==> src/rtl/cpu_pkg.sv <==
// rtl/cpu_pkg.sv - shared encodings for the 16-bit CPU control path
//
// Opcodes, control-FSM state encoding, instruction classes, and the
// alu_op / pc_src encodings that the ALU and PC mux decode as well.

package cpu_pkg;

    localparam logic [3:0] OP_ADD  = 4'h0;
    localparam logic [3:0] OP_SUB  = 4'h1;
    localparam logic [3:0] OP_AND  = 4'h2;
    localparam logic [3:0] OP_OR   = 4'h3;
    localparam logic [3:0] OP_ADDI = 4'h4;
    localparam logic [3:0] OP_LW   = 4'h5;
    localparam logic [3:0] OP_SW   = 4'h6;
    localparam logic [3:0] OP_BEQ  = 4'h7;
    localparam logic [3:0] OP_JMP  = 4'h8;
    localparam logic [3:0] OP_HALT = 4'hF;

    typedef enum logic [2:0] {
        ST_IDLE   = 3'd0,
        ST_FETCH  = 3'd1,
        ST_DECODE = 3'd2,
        ST_EXEC   = 3'd3,
        ST_MEM    = 3'd4,
        ST_WB     = 3'd5,
        ST_HALT   = 3'd6,
        ST_TRAP   = 3'd7
    } state_t;

    typedef enum logic [2:0] {
        CLS_R    = 3'd0,
        CLS_ADDI = 3'd1,
        CLS_LW   = 3'd2,
        CLS_SW   = 3'd3,
        CLS_BEQ  = 3'd4,
        CLS_JMP  = 3'd5,
        CLS_HALT = 3'd6,
        CLS_ILL  = 3'd7
    } cls_t;

    localparam logic [2:0] ALU_ADD = 3'd0;
    localparam logic [2:0] ALU_SUB = 3'd1;
    localparam logic [2:0] ALU_AND = 3'd2;
    localparam logic [2:0] ALU_OR  = 3'd3;

    localparam logic [1:0] PC_INC    = 2'd0;
    localparam logic [1:0] PC_BRANCH = 2'd1;
    localparam logic [1:0] PC_JUMP   = 2'd2;

endpackage

==> src/rtl/cpu_ctrl_decode.sv <==
// rtl/cpu_ctrl_decode.sv - combinational opcode decoder for the control FSM
//
// Ports:
//   opcode      in  4  instr[15:12]
//   cls         out 3  instruction class (cls_t)
//   alu_op      out 3  ALU operation used in EXEC
//   se_sel      out 1  1 = long (12-bit) immediate, JMP only
//   is_illegal  out 1  opcode 9..E

module cpu_ctrl_decode
    import cpu_pkg::*;
(
    input  logic [3:0] opcode,
    output cls_t       cls,
    output logic [2:0] alu_op,
    output logic       se_sel,
    output logic       is_illegal
);

    always_comb begin
        cls        = CLS_ILL;
        alu_op     = ALU_ADD;
        se_sel     = 1'b0;
        is_illegal = 1'b0;
        case (opcode)
            OP_ADD, OP_SUB, OP_AND, OP_OR: begin
                cls    = CLS_R;
                // R-type opcodes line up with the ALU encoding
                alu_op = {1'b0, opcode[1:0]};
            end
            OP_ADDI: cls = CLS_ADDI;
            OP_LW:   cls = CLS_LW;
            OP_SW:   cls = CLS_SW;
            OP_BEQ: begin
                cls    = CLS_BEQ;
                alu_op = ALU_SUB;
            end
            OP_JMP: begin
                cls    = CLS_JMP;
                se_sel = 1'b1;
            end
            OP_HALT: cls = CLS_HALT;
            default: cls = CLS_ILL;
        endcase
        is_illegal = (cls == CLS_ILL);
    end

endmodule

==> src/rtl/cpu_ctrl_fsm.sv <==
// rtl/cpu_ctrl_fsm.sv - multi-cycle control sequencer for the 16-bit CPU
//
// Steps each instruction through FETCH/DECODE/EXEC/MEM/WB and drives the
// datapath strobes. Optional feature macro: CTRL_TRAP_EN (illegal opcode
// enters the absorbing TRAP state; otherwise it is executed as a NOP).
//
// Ports:
//   clk, rst_n          clock, asynchronous active-low reset
//   instr[15:0]         IR contents, opcode = instr[15:12]
//   zero                ALU zero flag (BEQ in EXEC)
//   mem_ready           memory completes the current request
//   mem_req/mem_we      memory request / write qualifier (held until ready)
//   mem_addr_sel        0 = PC, 1 = ALU result
//   ir_we/pc_we/rf_we   single-cycle write strobes
//   pc_src[1:0]         0 = PC+1, 1 = PC+sext(imm6), 2 = zext(imm12)
//   alu_op[2:0]         0 ADD, 1 SUB, 2 AND, 3 OR
//   alu_src_b, se_sel   B-operand select, long/short immediate select
//   rf_wsrc             0 = ALU, 1 = memory data
//   state[2:0]          current state encoding
//   halted, trap        sticky status flags

module cpu_ctrl_fsm
    import cpu_pkg::*;
#(
    parameter int IMM_S_W = 6,
    parameter int IMM_L_W = 12
) (
    input  logic        clk,
    input  logic        rst_n,
    input  logic [15:0] instr,
    input  logic        zero,
    input  logic        mem_ready,
    output logic        mem_req,
    output logic        mem_we,
    output logic        mem_addr_sel,
    output logic        ir_we,
    output logic        pc_we,
    output logic        rf_we,
    output logic [1:0]  pc_src,
    output logic [2:0]  alu_op,
    output logic        alu_src_b,
    output logic        se_sel,
    output logic        rf_wsrc,
    output logic [2:0]  state,
    output logic        halted,
    output logic        trap
);

    state_t     st;
    logic       armed;
    cls_t       cls;
    logic [2:0] dec_alu_op;
    logic       dec_se_sel;
    logic       dec_illegal;

    // Immediate bits feed the datapath sign-extenders directly; the
    // controller only chooses between them.
    logic unused_imm;
    assign unused_imm = ^{instr[IMM_L_W-1:IMM_S_W], instr[IMM_S_W-1:0]};

    cpu_ctrl_decode u_decode (
        .opcode     (instr[15:12]),
        .cls        (cls),
        .alu_op     (dec_alu_op),
        .se_sel     (dec_se_sel),
        .is_illegal (dec_illegal)
    );

`ifdef CTRL_TRAP_EN
    logic trap_q;
    assign trap = trap_q;
`else
    assign trap = 1'b0;
`endif

    // Memory and register-file controls are registered alongside the
    // state so they change only on the edge that enters the state.
    always_ff @(posedge clk or negedge rst_n) begin
        if (!rst_n) begin
            st           <= ST_IDLE;
            armed        <= 1'b0;
            mem_req      <= 1'b0;
            mem_we       <= 1'b0;
            mem_addr_sel <= 1'b0;
            rf_we        <= 1'b0;
            rf_wsrc      <= 1'b0;
            halted       <= 1'b0;
`ifdef CTRL_TRAP_EN
            trap_q       <= 1'b0;
`endif
        end else begin
            mem_req      <= 1'b0;
            mem_we       <= 1'b0;
            mem_addr_sel <= 1'b0;
            rf_we        <= 1'b0;
            rf_wsrc      <= 1'b0;
            case (st)
                // First edge after reset release only arms; IDLE then
                // lasts one full cycle before the first fetch.
                ST_IDLE: begin
                    armed <= 1'b1;
                    if (armed) begin
                        st      <= ST_FETCH;
                        mem_req <= 1'b1;
                    end
                end
                ST_FETCH: begin
                    if (mem_ready) st <= ST_DECODE;
                    else           mem_req <= 1'b1;
                end
                ST_DECODE: begin
                    if (cls == CLS_HALT) begin
                        st     <= ST_HALT;
                        halted <= 1'b1;
                    end else if (dec_illegal) begin
`ifdef CTRL_TRAP_EN
                        st     <= ST_TRAP;
                        trap_q <= 1'b1;
`else
                        st      <= ST_FETCH;
                        mem_req <= 1'b1;
`endif
                    end else begin
                        st <= ST_EXEC;
                    end
                end
                ST_EXEC: begin
                    case (cls)
                        CLS_LW, CLS_SW: begin
                            st           <= ST_MEM;
                            mem_req      <= 1'b1;
                            mem_addr_sel <= 1'b1;
                            mem_we       <= (cls == CLS_SW);
                        end
                        CLS_BEQ, CLS_JMP: begin
                            st      <= ST_FETCH;
                            mem_req <= 1'b1;
                        end
                        default: begin
                            st    <= ST_WB;
                            rf_we <= 1'b1;
                        end
                    endcase
                end
                ST_MEM: begin
                    if (mem_ready) begin
                        if (cls == CLS_SW) begin
                            st      <= ST_FETCH;
                            mem_req <= 1'b1;
                        end else begin
                            st      <= ST_WB;
                            rf_we   <= 1'b1;
                            rf_wsrc <= 1'b1;
                        end
                    end else begin
                        mem_req      <= 1'b1;
                        mem_addr_sel <= 1'b1;
                        mem_we       <= mem_we;
                    end
                end
                ST_WB: begin
                    st      <= ST_FETCH;
                    mem_req <= 1'b1;
                end
                ST_HALT: st <= ST_HALT;
                ST_TRAP: st <= ST_TRAP;
                default: st <= ST_IDLE;
            endcase
        end
    end

    logic in_fetch;
    logic in_exec;
    logic in_instr;
    logic beq_taken;
    logic jmp_exec;

    assign in_fetch  = (st == ST_FETCH);
    assign in_exec   = (st == ST_EXEC);
    assign in_instr  = (st inside {ST_DECODE, ST_EXEC, ST_MEM, ST_WB});
    assign beq_taken = in_exec && (cls == CLS_BEQ) && zero;
    assign jmp_exec  = in_exec && (cls == CLS_JMP);

    // IR/PC strobes complete with the memory handshake or the branch
    // resolution in the same cycle, so they cannot be registered.
    assign ir_we     = in_fetch && mem_ready;
    assign pc_we     = ir_we || beq_taken || jmp_exec;
    assign alu_op    = in_exec ? dec_alu_op : ALU_ADD;
    assign se_sel    = in_instr && dec_se_sel;
    assign alu_src_b = in_instr && (cls inside {CLS_ADDI, CLS_LW, CLS_SW});

    always_comb begin
        pc_src = PC_INC;
        if (beq_taken)     pc_src = PC_BRANCH;
        else if (jmp_exec) pc_src = PC_JUMP;
    end

    assign state = st;

endmodule
==> config.mk <==
export PLATFORM = sky130hd
export DESIGN_NAME = cpu_ctrl_fsm
export DESIGN_NICKNAME = d
export VERILOG_FILES = /design/src/rtl/cpu_pkg.sv /design/src/rtl/cpu_ctrl_decode.sv /design/src/rtl/cpu_ctrl_fsm.sv
export SDC_FILE = /design/constraint.sdc
export NUM_CORES = 1
export LEC_CHECK = 0
export ABC_AREA = 1
export CORE_MARGIN = 2
export CORE_UTILIZATION = 34
export CTS_BUF_LIST = sky130_fd_sc_hd__clkbuf_16
export CTS_CLUSTER_DIAMETER = 30
export DETAILED_ROUTE_END_ITERATION = 10
export PLACE_DENSITY_LB_ADDON = 0.08
export SYNTH_ARGS = -nofsm -noshare
export SYNTH_HDL_FRONTEND = slang
export SYNTH_SLANG_ARGS = --single-unit
==> constraint.sdc <==
create_clock -name clk -period 1.2 [get_ports clk]
set_clock_uncertainty 0.15 [all_clocks]
set_input_delay 0.24 -clock clk [delete_from_list [all_inputs] [get_ports clk]]
set_output_delay 0.24 -clock clk [all_outputs]
set_load 0.02 [all_outputs]
== After elaboration in Yosys (flattened, before gate mapping) ==
Cells that the tools add are included.
Word-level totals
  bits in registers: 10
  input bits: 20
  output and inout port bits: 19
  logic and storage cells: 84
Cells by class
  eq/ne operators: 26
  mux-type cells: 32
  reductions and logical operators: 18
Operators by type and width (count)
  $eq 3x3->1 const B: 8
  $pmux 3 s8: 1
  $pmux 3 s7: 1
  $mux 3: 6
  $eq 4x3->1 const B: 4
  $mux 1: 15
  $eq 3x2->1 const B: 4
  $eq 4x2->1 const B: 2
  $eq 4x4->1 const B: 2
  $reduce_or 4->1: 2
  $eq 3x1->1 const B: 2
  $logic_and 1x1->1: 6
  $mux 2: 3
  $ne 2x2->1 const B: 3
  $pmux 1 s2: 3
  $pmux 1 s6: 1
  $pmux 3 s2: 1
  $eq 4x1->1 const B: 1
  $logic_not 4->1: 1
  $pmux 2 s2: 1
  $reduce_bool 4->1: 1
  $reduce_or 2->1: 2
  $logic_not 3->1: 1
  $reduce_and 3->1: 1
  other kinds (3): 4

== Logic depth before layout (Yosys ltp) ==
Gate-level depths: netlist (run 1).
  depth in word-level cells: 8
  gate-level depth with buffers: 8
  depth with buffers taken out: 8

== Hierarchy ==
From an unflattened synthesis (run 1), not the netlist that was laid out.
Second synthesis, totals
  cell total of the unflattened synthesis: 129
  area total of the unflattened synthesis: 810.8 um^2
By module, submodules not included
  cpu_ctrl_fsm: times used 1, cells an instance 106, area an instance 704.4 um^2, seq. area each 250.2 um^2
  cpu_ctrl_decode: times used 1, cells an instance 23, area an instance 106.4 um^2, seq. area each 0.0 um^2

== Least setup slack after synthesis (run 1) ==
Ideal clock, no wire load.
  path kind: reg2out
  start: reg st[1] (netlist: state[1])
  end: out alu_op[1]
  data arrival time: 1531 ps
  required time: 810 ps
  setup slack: -721 ps
  stages on the path, launching flop included: 5
  path buffers: 0
  cell sequence: dfrtp_1 nand2_1 nor2_2 inv_2 nor4_1
Between the ends
  word-level cells in the longest chain between the ends: 2
Ends and longest elaborated chain
  from (decl): RTL line cpu_ctrl_fsm.sv:49  | state_t st;
  from (signal assigned): RTL line cpu_ctrl_fsm.sv:80  | st <= ST_IDLE;
  from (signal assigned): RTL line cpu_ctrl_fsm.sv:103  | st <= ST_FETCH;
  from (signal assigned): RTL line cpu_ctrl_fsm.sv:108  | if (mem_ready) st <= ST_DECODE;
  $eq 3x2->1: RTL line cpu_ctrl_fsm.sv:179  | assign in_exec = (st == ST_EXEC);
  $mux 3: RTL line cpu_ctrl_fsm.sv:188  | assign alu_op = in_exec ? dec_alu_op : ALU_ADD;
  to (decl): RTL line cpu_ctrl_fsm.sv:40  | output logic [2:0] alu_op,
Every way passes these cells.

== Worst setup path in the final report (run 1) ==
  start: reg st[1] (netlist: state[1])
  end: out se_sel
Between the ends
  word-level cells in the longest chain between the ends: 3
  elaborated cells on any way between the ends: 6
  classes of those cells: eq/ne (4); reduce/logical (2)
Ends and longest elaborated chain
  $eq 3x2->1 / $eq 3x3->1 (equally long branches): RTL line cpu_ctrl_fsm.sv:180  | assign in_instr = (st inside {ST_DECODE, ST_EXEC, ST_MEM, ST_WB});
  $reduce_bool 4->1 (*): RTL line cpu_ctrl_fsm.sv:180
  $logic_and 1x1->1 (*): RTL line cpu_ctrl_fsm.sv:189  | assign se_sel = in_instr && dec_se_sel;
  to (decl): RTL line cpu_ctrl_fsm.sv:42  | output logic se_sel,
Every way passes the cells marked *; elsewhere a longest branch is shown, timed or not.

==> PnR_summary.wiki, run 1 <==
{| class="wikitable"
! Metric !! Value
|-
| Antenna violations before repair || 0
|-
| Antenna diode count || 0
|-
| Global-route wire length before repair || around 3700 µm
|-
| Quantity of hold-fixing buffers added after cts || 0
|-
| Maximum clock insertion buffer count || 2
|-
| Last weighted congestion value of the routability-driven placer || roughly 0.84
|-
| Crit path largest cell delay || ~440 ps
|-
| Die footprint || 0.00252 mm²
|-
| Number of distinct library cell variants in the gate-level netlist after synthesis || 19
|-
| P_leak || 0.783 nW
|-
| Slowest cell on crit path || sky130_fd_sc_hd__dfrtp_2
|-
| Portion of total power attributed to sequential cells || between 10% and 20%
|-
| Layout Utilization || 73.6%
|-
| Final setup violation count || 21
|-
| TritonCTS clock tree || built
|-
| Area share of the largest cell type after synthesis || roughly 34%
|-
| Overall global routing resource usage || roughly a fifth
|-
| Cell area after synthesis || 726 µm²
|-
| Final period demand of the worst path || around 1700 ps
|-
| Filler instances || around 160
|-
| Max-cap viol count || 0
|-
| Fraction of final layout cells sized beyond drive strength 1 || slightly below 60%
|-
| Number of port buffers || 24
|-
| Portion of total power attributed to the clock network || 20.4%
|-
| Layout Area Growth over Synthesis || 101%
|-
| Share of the clock period used by the worst path || 139%
|-
| IR drop worst, VDD || roughly 1200 µV
|-
| Count of state elements after synthesis || 10
|-
| Worst EP arrival || 1280 ps
|-
| Clock input transition at the sequential cells of the worst setup and hold paths || 40 ps
|-
| Inserted Clock Buffers || 3
|-
| Die boundary width || approximately 50 µm
|-
| Number of vias after detailed routing || around 930
|-
| Sequential fraction of the synthesis area || approximately 34%
|-
| Starting utilization of the core area || 36.6%
|-
| Maximum number of pins on one net before global-route repair || 11
|-
| CP Launch Type || flop
|-
| Aggregate global routing overflow || 0
|-
| Logic pwr share || 61.5%
|-
| Post-detailed-route via-to-cell ratio || approximately 4.6
|-
| Standard-cell row count || 16
|-
| Post-synthesis average cell area || 6.72 µm²
|-
| Max Clk Rate || between 0.5 and 0.6 GHz
|-
| Routed wire length || about 2300 µm
|-
| Most common library cell in the layout ignoring fill and taps || sky130_fd_sc_hd__buf_4
|-
| Area of the placeable core || ~0.0020 mm²
|-
| Total iterations of the first detailed-routing run || 4
|-
| Fraction of power spent switching nets || 41.0%
|-
| Clk_lat worst skew || roughly 240 ps
|-
| Post-synthesis cell count || 108
|-
| Average detailed-routed wire length per instance || 11.4 µm
|-
| DRT iter0 DRCs || 13
|-
| Class of the tightest hold or removal check || in -> async
|-
| Die H || approximately 50 µm
|-
| Post-synth top area cell || sky130_fd_sc_hd__dfrtp_1
|-
| Clock H-tree levels || 1
|-
| Violations in the final reports || setup timing
|-
| Main area contributors after synthesis || sky130_fd_sc_hd__dfrtp_1 34%, sky130_fd_sc_hd__nand2_1 13%, sky130_fd_sc_hd__nand3_1 7.6%
|-
| Max-slew violation count || 0
|-
| Setup repair after global routing missed its margin || true
|-
| Net total in the final layout || approximately 200
|-
| Cell at the root of the clock tree || sky130_fd_sc_hd__clkbuf_16
|-
| Cell area after layout || about 0.0015 mm²
|-
| Hpwl dp || 1680 µm
|-
| Critical path capture point type || primary output
|-
| Most frequent cells in the layout || 40 x sky130_fd_sc_hd__buf_4, 15 x sky130_fd_sc_hd__nand2_1, 12 x sky130_fd_sc_hd__nand2_2
|-
| Antenna Nets Post-Route || 0
|-
| Critical path class || reg -> out
|-
| Internal power || about 1.7 mW
|-
| Area of combinational cells with multiple inputs || about 520 µm²
|-
| CTS Sinks || 10
|-
| Synthesis Warnings || 0
|-
| Fin Setup TNS || -6850 ps
|-
| Placed standard-cell area || 0.00127 mm²
|-
| Ordered list of cells on the worst path || ha_1 -> inv_2 -> nor2_4 -> buf_4
|-
| Top-Level Pins || 39
|-
| Required time of the worst setup path || between 800 and 900 ps
|-
| Power spent charging and discharging nets || approximately 1.2 mW
|-
| Drt drc || 0
|-
| Register Area || between 200 and 300 µm²
|-
| Highest fanout seen on the critical path || 5
|-
| Final count of hold timing violations || 0
|-
| Power density normalized to cell area || 2000 mW/mm²
|-
| Run status || finished with violations
|-
| Slack of the critical path || -472 ps
|-
| Via count of the first global-routing pass || approximately 900
|}
==> flip-flops by register name, indices dropped and copies added, names as in the netlist <==
signal        cells
armed             1
rf_we             1
rf_wsrc           1
mem_we            1
halted            1
mem_req           1
state             3
mem_addr_sel      1
==> synthesized netlist by cell type (all sizes together) <==
master,instances
a21oi,2
buf,3
conb,1
dfrtp,10
ha,2
inv,17
nand2,29
nand3,11
nand3b,1
nand4,2
nor2,23
nor4,1
o21a,1
o21ai,4
o22ai,1
==> what timing repair did <==
action | 4_1_cts | 5_1_grt
buffers inserted | 6 | 4
cloned | 0 | 0
setup endpoints to repair | 26 | 21
resized for setup | 112 | 5
pin swaps | 7 | 3
==> critical path, delay by kind of cell, from the launching register on <==
| kind | cells | cell delay (ps) |
|---|---|---|
| fa+ha+maj | 1 | 310 |
| flops | 1 | 440 |
| buf+inv | 2 | 250 |
| simple gates | 1 | 30 |
==> per-layer routing <==
metal	vias up	track usage [%]	wire, µm
met2	27	36.6	1250
met5	-	0	0
li1	467	-	-
met1	426	21.6	877
met3	5	1.19	96
met4	0	11.1	52
==> path summary, 6_finish.rpt <==
path | from | to | slack (ps) | cells after the start
worst min register to register | halted$_DFFE_PN0P_ | halted$_DFFE_PN0P_ | 320 | 2
min in group clk | halted$_DFFE_PN0P_ | halted$_DFFE_PN0P_ | 320 | 2
worst max register to register | state[1]$_DFFE_PN0P_ | state[0]$_DFFE_PN0P_ | -370 | 10
worst max-delay path | state[1]$_DFFE_PN0P_ | se_sel | -470 | 4
worst min-delay path | rst_n | state[2]$_DFFE_PN0P_ | 140 | 2
max in group asynchronous | rst_n | state[0]$_DFFE_PN0P_ | 610 | 2
==> kinds of logic after synthesis <==
group           synth area share (%)
flops                           34.5
compound gates                  6.04
fa+ha+maj                       3.45
other cells                    0.517
buf+inv                         11.9
simple gates                    43.6
==> stage by stage <==
step / cells / hold slack, ps / total power, mW / worst slack [ps]
floorplan: 109 / -206 / 1.32 / -333
global placement: 187 / 295 / 2.00 / -1010
detailed placement: 187 / 311 / 2.02 / -1040
CTS: 197 / 151 / 2.83 / -458
global route: 200 / 169 / 3.11 / -528
finish: 200 / 140 / 2.92 / -472
==> layout make-up <==
| cell class | instances | area share [%] |
|---|---|---|
| Clock inverter | 1 | 0.257 |
| Inverter | 17 | 4.72 |
| Tap cell | 27 | 2.32 |
| Clock buffer | 3 | 5.15 |
| Timing Repair Buffer | 63 | 34.8 |
| Sequential cell | 10 | 17.4 |
| Multi-Input combinational cell | 79 | 35.3 |
==> power by group through the flow <==
stage               clock (mW)  sequential (mW)  combinational (mW)
finish                   0.595            0.529                1.80
global placement             0            0.515                1.48
CTS                      0.599            0.518                1.71
detailed placement           0            0.518                1.50
global route             0.616            0.543                1.95
floorplan                    0            0.642               0.682
Note: power is estimated with default switching activity, not from simulation.
==> inputs of run 2 (changes only) <==
Settings changed: SETUP_SLACK_MARGIN set to 0.05.
==> run 2 against run 1 <==
Effect of this change:
- the flow still finishes with violations (setup timing)
- non-clock buffer count down 3
- register-to-register slack worse by 30 ps
- routed wire length is 8.9% higher
- clock-buffer cell count unchanged
- utilization rose by 3.1 points
- global-route usage about the same
- power increased by 2.5%
- critical path type unchanged
- highest routed layer unchanged
==> PnR_summary.wiki, run 2 (synthesis gave the netlist of run 1 again) <==
{| class="wikitable"
! Metric !! Value
|-
| CP Launch Type || flop
|-
| Clk_lat worst skew || 240 ps (about the same)
|-
| P_leak || 0.784 nW (+0.16%)
|-
| Aggregate global routing overflow || 0 (unchanged)
|-
| Critical path class || reg -> out
|-
| Antenna violations before repair || 0 (unchanged)
|-
| Die boundary width || 50.2 µm (unchanged)
|-
| Clock H-tree levels || 1 (unchanged)
|-
| Max-slew violation count || 0 (unchanged)
|-
| Internal power || 1.76 mW (+1.9%)
|-
| Power density normalized to cell area || 1970 mW/mm² (-1.6%)
|-
| Class of the tightest hold or removal check || in -> async
|-
| Max-cap viol count || 0 (unchanged)
|-
| TritonCTS clock tree || built
|-
| Max Clk Rate || 0.600 GHz (+0.21%)
|-
| Via count of the first global-routing pass || 901 (+3.0%)
|-
| Clock input transition at the sequential cells of the worst setup and hold paths || 40 ps (about the same)
|-
| Power spent charging and discharging nets || 1.24 mW (+3.5%)
|-
| Fraction of final layout cells sized beyond drive strength 1 || 61.2% (+2.8 points)
|-
| Area of combinational cells with multiple inputs || 537 µm² (+4.1%)
|-
| DRT iter0 DRCs || 16 (+3)
|-
| Maximum number of pins on one net before global-route repair || 11 (unchanged)
|-
| Most frequent cells in the layout || 32 x sky130_fd_sc_hd__buf_4, 19 x sky130_fd_sc_hd__buf_6, 15 x sky130_fd_sc_hd__nand2_1
|-
| Layout Utilization || 76.7% (+3.1 points)
|-
| Drt drc || 0 (unchanged)
|-
| Top-Level Pins || 39 (unchanged)
|-
| Average detailed-routed wire length per instance || 12.6 µm (+11%)
|-
| Maximum clock insertion buffer count || 2 (unchanged)
|-
| IR drop worst, VDD || 1170 µV (-4.2%)
|-
| Final standard cell count with taps included and fillers excluded || 197 (-1.5%)
|-
| Global-route wire length before repair || 3660 µm (-0.19%)
|-
| Highest fanout seen on the critical path || 4 (-1)
|-
| Filler instances || 139 (-11%)
|-
| Fraction of power spent switching nets || 41.4% (+0.38 points)
|-
| Inserted Clock Buffers || 3 (unchanged)
|-
| Critical path capture point type || primary output
|-
| Number of port buffers || 24 (unchanged)
|-
| Standard-cell row count || 16 (unchanged)
|-
| Antenna diode count || 0 (unchanged)
|-
| Routed wire length || 2480 µm (+8.9%)
|-
| Portion of total power attributed to sequential cells || 17.8% (-0.3 points)
|-
| Share of the clock period used by the worst path || 139% (-0.29 points)
|-
| Final count of hold timing violations || 0 (unchanged)
|-
| Register Area || 254 µm² (unchanged)
|-
| Portion of total power attributed to the clock network || 20.0% (-0.4 points)
|-
| Most common library cell in the layout ignoring fill and taps || sky130_fd_sc_hd__buf_4
|-
| Required time of the worst setup path || 810 ps (about the same)
|-
| Slowest cell on crit path || sky130_fd_sc_hd__dfrtp_2
|-
| Run status || finished with violations
|-
| Setup repair after global routing missed its margin || true
|-
| Die H || 50.2 µm (unchanged)
|-
| Ordered list of cells on the worst path || ha_1 -> inv_2 -> nor2_4 -> buf_4
|-
| Die footprint || 0.00252 mm² (unchanged)
|-
| Starting utilization of the core area || 36.6% (unchanged)
|-
| Number of vias after detailed routing || 921 (-0.43%)
|-
| Largest register FFs || 3 (unchanged)
|-
| Last weighted congestion value of the routability-driven placer || 0.847 (+1.2%)
|-
| Power Total || 3.00 mW (+2.5%)
|-
| Layout Area Growth over Synthesis || 109%
|-
| Hpwl dp || 1760 µm (+4.5%)
|-
| Net total in the final layout || 193 (-1.5%)
|-
| Antenna Nets Post-Route || 0 (unchanged)
|-
| Logic pwr share || 62.2% (+0.7 points)
|-
| Worst EP arrival || 1280 ps (about the same)
|-
| Overall global routing resource usage || 19.6% (about the same)
|-
| Cell at the root of the clock tree || sky130_fd_sc_hd__clkbuf_16
|-
| Crit path largest cell delay || 450 ps (about the same)
|-
| Quantity of hold-fixing buffers added after cts || 0 (unchanged)
|-
| Total iterations of the first detailed-routing run || 4 (unchanged)
|-
| Placed insts || 185 (-1.1%)
|-
| Violations in the final reports || setup timing
|-
| Slack of the critical path || -468 ps (+3.47 ps)
|-
| Area of the placeable core || 0.00198 mm² (unchanged)
|-
| Final setup violation count || 21 (unchanged)
|-
| CTS Sinks || 10 (unchanged)
|-
| Post-detailed-route via-to-cell ratio || 4.68 (+1.1%)
|-
| Final period demand of the worst path || 1670 ps (-3.47 ps)
|}
[run 2: path summary, 6_finish.rpt]
| check | start | cells past startpoint | slack [ps] | to |
|---|---|---|---|---|
| worst max-delay path | state[2]$_DFFE_PN0P_ | 4 | -470 | alu_src_b |
| worst min-delay path | rst_n | 2 | 140 | mem_we$_DFFE_PN0N_ |
| worst max register to register | state[1]$_DFFE_PN0P_ | 10 | -400 | state[0]$_DFFE_PN0P_ |
| worst min register to register | halted$_DFFE_PN0P_ | 2 | 390 | halted$_DFFE_PN0P_ |
| max in group asynchronous | rst_n | 2 | 600 | state[1]$_DFFE_PN0P_ |
| min in group clk | halted$_DFFE_PN0P_ | 2 | 390 | halted$_DFFE_PN0P_ |
[run 2: power groups by stage]
stage | registers, mW | clock network, mW | logic [mW]
2_1_floorplan | 0.642 | 0 | 0.682
5_1_grt | 0.545 | 0.634 | 2.00
3_3_place_gp | 0.517 | 0 | 1.46
3_5_place_dp | 0.527 | 0 | 1.48
4_1_cts | 0.523 | 0.606 | 1.62
6_report | 0.534 | 0.600 | 1.86
[run 2: critical path: cells and delay by family (launching register included)]
family,cells,cell delay (ps)
fa+ha+maj,1,300
buf+inv,2,250
flops,1,450
simple gates,1,40
[run 2: final cells by class]
type | instances | area share (%)
repair buffers | 60 | 36.0
clock inverters | 1 | 0.247
inverters | 17 | 4.53
clock buffers | 3 | 4.94
flip-flops and latches | 10 | 16.7
multi-input cells | 79 | 35.3
well taps | 27 | 2.22
[run 2: layer usage]
layer | wire, µm | global-route usage (%) | vias up
met3 | 98 | 2.68 | 9
met2 | 1370 | 36.4 | 32
li1 | - | - | 460
met5 | 0 | 0 | -
met4 | 94 | 11.6 | 0
met1 | 921 | 20.7 | 420
[run 2: repair_timing]
item                                    in CTS  in global routing
gates resized for setup                    111                 30
endpoints found under the setup margin      27                 26
buffers inserted                             5                  4
pin swaps                                   12                 10
[run 2: stage by stage]
step	setup WS, ps	setup TNS [ps]	hold slack, ps	instance area, µm²
after floorplan	-333	-2060	-206	792
after global placement	-1010	-13200	294	1250
after detailed placement	-1070	-13690	322	1250
after CTS	-459	-5240	148	1400
after global routing	-531	-7590	166	1520
final	-468	-6450	142	1520
==> inputs of run 3 (changes only) <==
Settings changed: GPL_TIMING_DRIVEN set to 0.
==> run 3 against run 2 <==
Effect of this change:
- the flow still finishes with violations (setup timing)
- worst hold slack better by 24 ps
- routed wire length is 26% lower
- first-iteration DRC count is 31% lower
- fmax is 1.5% lower
- register-to-register slack better by 100 ps
- critical endpoint is now se_sel
- via count is 15% lower
- clock power is 2% lower
- utilization is 16 points lower
- die area stayed put
==> PnR_summary.wiki, run 3 (synthesis gave the netlist of run 1 again) <==
{| class="wikitable"
! Metric !! Value
|-
| Run status || finished with violations
|-
| Violations in the final reports || setup timing
|-
| Required time of the worst setup path || 810 ps (about the same)
|-
| Antenna diode count || 0 (unchanged)
|-
| Logic pwr share || 55.2% (-7.0 points)
|-
| IR drop worst, VDD || 940 µV (-20%)
|-
| Standard-cell row count || 16 (unchanged)
|-
| Class of the tightest hold or removal check || in -> async
|-
| Fraction of power spent switching nets || 42.3% (+0.92 points)
|-
| Via count of the first global-routing pass || 695 (-23%)
|-
| Antenna Nets Post-Route || 0 (unchanged)
|-
| Fraction of final layout cells sized beyond drive strength 1 || 45.8% (-15 points)
|-
| Slowest cell on crit path || sky130_fd_sc_hd__dfrtp_2
|-
| Most frequent cells in the layout || 22 x sky130_fd_sc_hd__nand2_1, 15 x sky130_fd_sc_hd__buf_4, 11 x sky130_fd_sc_hd__nand3_1
|-
| Filler instances || 189 (+36%)
|-
| Placed insts || 160 (-14%)
|-
| Aggregate global routing overflow || 0 (unchanged)
|-
| CP Launch Type || flop
|-
| Antenna violations before repair || 0 (unchanged)
|-
| CTS Sinks || 10 (unchanged)
|-
| Die boundary width || 50.2 µm (unchanged)
|-
| Max-slew violation count || 0 (unchanged)
|-
| Max-cap viol count || 0 (unchanged)
|-
| Highest fanout seen on the critical path || 6 (+2)
|-
| Routed wire length || 1830 µm (-26%)
|-
| Portion of total power attributed to the clock network || 23.1% (+3.1 points)
|-
| Number of port buffers || 24 (unchanged)
|-
| P_leak || 0.640 nW (-18%)
|-
| Critical path class || reg -> out
|-
| Drt drc || 0 (unchanged)
|-
| Average detailed-routed wire length per instance || 10.7 µm (-15%)
|-
| Last weighted congestion value of the routability-driven placer || 0.867 (+2.3%)
|-
| Hpwl dp || 1380 µm (-22%)
|-
| Post-detailed-route via-to-cell ratio || 4.57 (-2.3%)
|-
| Die footprint || 0.00252 mm² (unchanged)
|-
| Layout Area Growth over Synthesis || 65.9%
|-
| Power spent charging and discharging nets || 1.07 mW (-14%)
|-
| Inserted Clock Buffers || 3 (unchanged)
|-
| Max Clk Rate || 0.590 GHz (-1.5%)
|-
| TritonCTS clock tree || built
|-
| Portion of total power attributed to sequential cells || 21.7% (+3.9 points)
|-
| Cell area after layout || 0.00120 mm² (-21%)
|-
| Maximum number of pins on one net before global-route repair || 11 (unchanged)
|-
| Total iterations of the first detailed-routing run || 4 (unchanged)
|-
| Final period demand of the worst path || 1690 ps (+25.5 ps)
|-
| Fin Setup TNS || -5290 ps (+1160 ps)
|-
| Area of the placeable core || 0.00198 mm² (unchanged)
|-
| Slack of the critical path || -494 ps (-25.5 ps)
|-
| Starting utilization of the core area || 36.6% (unchanged)
|-
| Clk_lat worst skew || 230 ps (about the same)
|-
| Crit path largest cell delay || 460 ps (about the same)
|-
| DRT iter0 DRCs || 11 (-5)
|-
| Clock input transition at the sequential cells of the worst setup and hold paths || 40 ps (about the same)
|-
| CP top delay family || flip-flops
|-
| Final standard cell count with taps included and fillers excluded || 171 (-13%)
|-
| Placed standard-cell area || 0.00107 mm² (-15%)
|-
| Share of the clock period used by the worst path || 141% (+2.1 points)
|-
| Overall global routing resource usage || 16.3% (-3.3 points)
|-
| Final count of hold timing violations || 0 (unchanged)
|-
| Maximum clock insertion buffer count || 2 (unchanged)
|-
| Internal power || 1.46 mW (-17%)
|-
| Register Area || 254 µm² (unchanged)
|-
| Cell at the root of the clock tree || sky130_fd_sc_hd__clkbuf_16
|-
| Clock H-tree levels || 1 (unchanged)
|-
| Quantity of hold-fixing buffers added after cts || 0 (unchanged)
|-
| Top-Level Pins || 39 (unchanged)
|-
| Critical path capture point type || primary output
|-
| Ordered list of cells on the worst path || ha_1 -> inv_2 -> nor2_4 -> buf_2
|-
| Area of combinational cells with multiple inputs || 494 µm² (-7.9%)
|-
| Power density normalized to cell area || 2110 mW/mm² (+6.8%)
|-
| Setup repair after global routing missed its margin || true
|-
| Worst EP arrival || 1300 ps (+20 ps)
|-
| Largest register FFs || 3 (unchanged)
|-
| Net total in the final layout || 167 (-13%)
|-
| Die H || 50.2 µm (unchanged)
|-
| Global-route wire length before repair || 2980 µm (-19%)
|-
| Crit path buf inv count || 2 (unchanged)
|-
| Number of vias after detailed routing || 781 (-15%)
|-
| Final setup violation count || 18 (-14%)
|-
| Most common library cell in the layout ignoring fill and taps || sky130_fd_sc_hd__nand2_1
|}
[run 3: layout make-up]
type	count	share of cell area [%]
multi-input cells	79	41.1
repair buffers	32	21.7
flip-flops and latches	10	21.1
clock buffers	3	6.24
inverters	17	5.51
well taps	27	2.81
plain buffers	2	1.25
clock inverters	1	0.312
[run 3: timing repair]
item | in CTS | in global routing
endpoints found under the setup margin | 26 | 24
buffers inserted | 7 | 2
pin swaps | 3 | 6
resized for setup | 95 | 11
[run 3: worst paths after layout]
| kind | start | endpoint | slack (ps) | cells past startpoint |
|---|---|---|---|---|
| worst min register to register | halted$_DFFE_PN0P_ | halted$_DFFE_PN0P_ | 330 | 2 |
| min in group clk | halted$_DFFE_PN0P_ | halted$_DFFE_PN0P_ | 330 | 2 |
| worst max register to register | state[1]$_DFFE_PN0P_ | state[0]$_DFFE_PN0P_ | -300 | 9 |
| max in group asynchronous | rst_n | state[1]$_DFFE_PN0P_ | 410 | 1 |
| worst max-delay path | state[1]$_DFFE_PN0P_ | se_sel | -490 | 4 |
| worst min-delay path | rst_n | mem_we$_DFFE_PN0N_ | 170 | 1 |
[run 3: worst reg2reg max path: stages (launching register included)]
cell and delay, ps:
sky130_fd_sc_hd__dfrtp_2 460, sky130_fd_sc_hd__buf_4 180, sky130_fd_sc_hd__nor2_4 120, sky130_fd_sc_hd__nand2_4 80, sky130_fd_sc_hd__inv_2 80, sky130_fd_sc_hd__nand2_2 80, sky130_fd_sc_hd__nand2_1 80, sky130_fd_sc_hd__nor2_2 50
sky130_fd_sc_hd__nand2_1 60, sky130_fd_sc_hd__nand2_1 50
[run 3: metal layers]
layer  vias to the layer above  part of all wire (%)  track usage [%]
met1                       341                    42             18.8
met3                         7                   7.3             4.17
met2                        28                    46             24.8
li1                        405                     -                -
met4                         0                   4.4             14.4
met5                         -                     0                0
[run 3: through the flow]
stage / total power [mW] / util [%] / setup WS, ps / hold slack, ps
global placement: 1.72 / 53.8 / -1190 / 297
floorplan: 1.32 / - / -333 / -206
global route: 2.71 / 60.7 / -530 / 210
finish: 2.53 / 60.7 / -494 / 166
detailed placement: 1.72 / 53.8 / -1200 / 299
CTS: 2.44 / 58.7 / -487 / 189
[run 3: power groups by stage]
stage | clock [mW] | combinational [mW] | sequential [mW]
floorplan | 0 | 0.682 | 0.642
global placement | 0 | 1.17 | 0.548
detailed placement | 0 | 1.17 | 0.552
CTS | 0.594 | 1.31 | 0.540
global route | 0.628 | 1.53 | 0.555
finish | 0.586 | 1.40 | 0.550
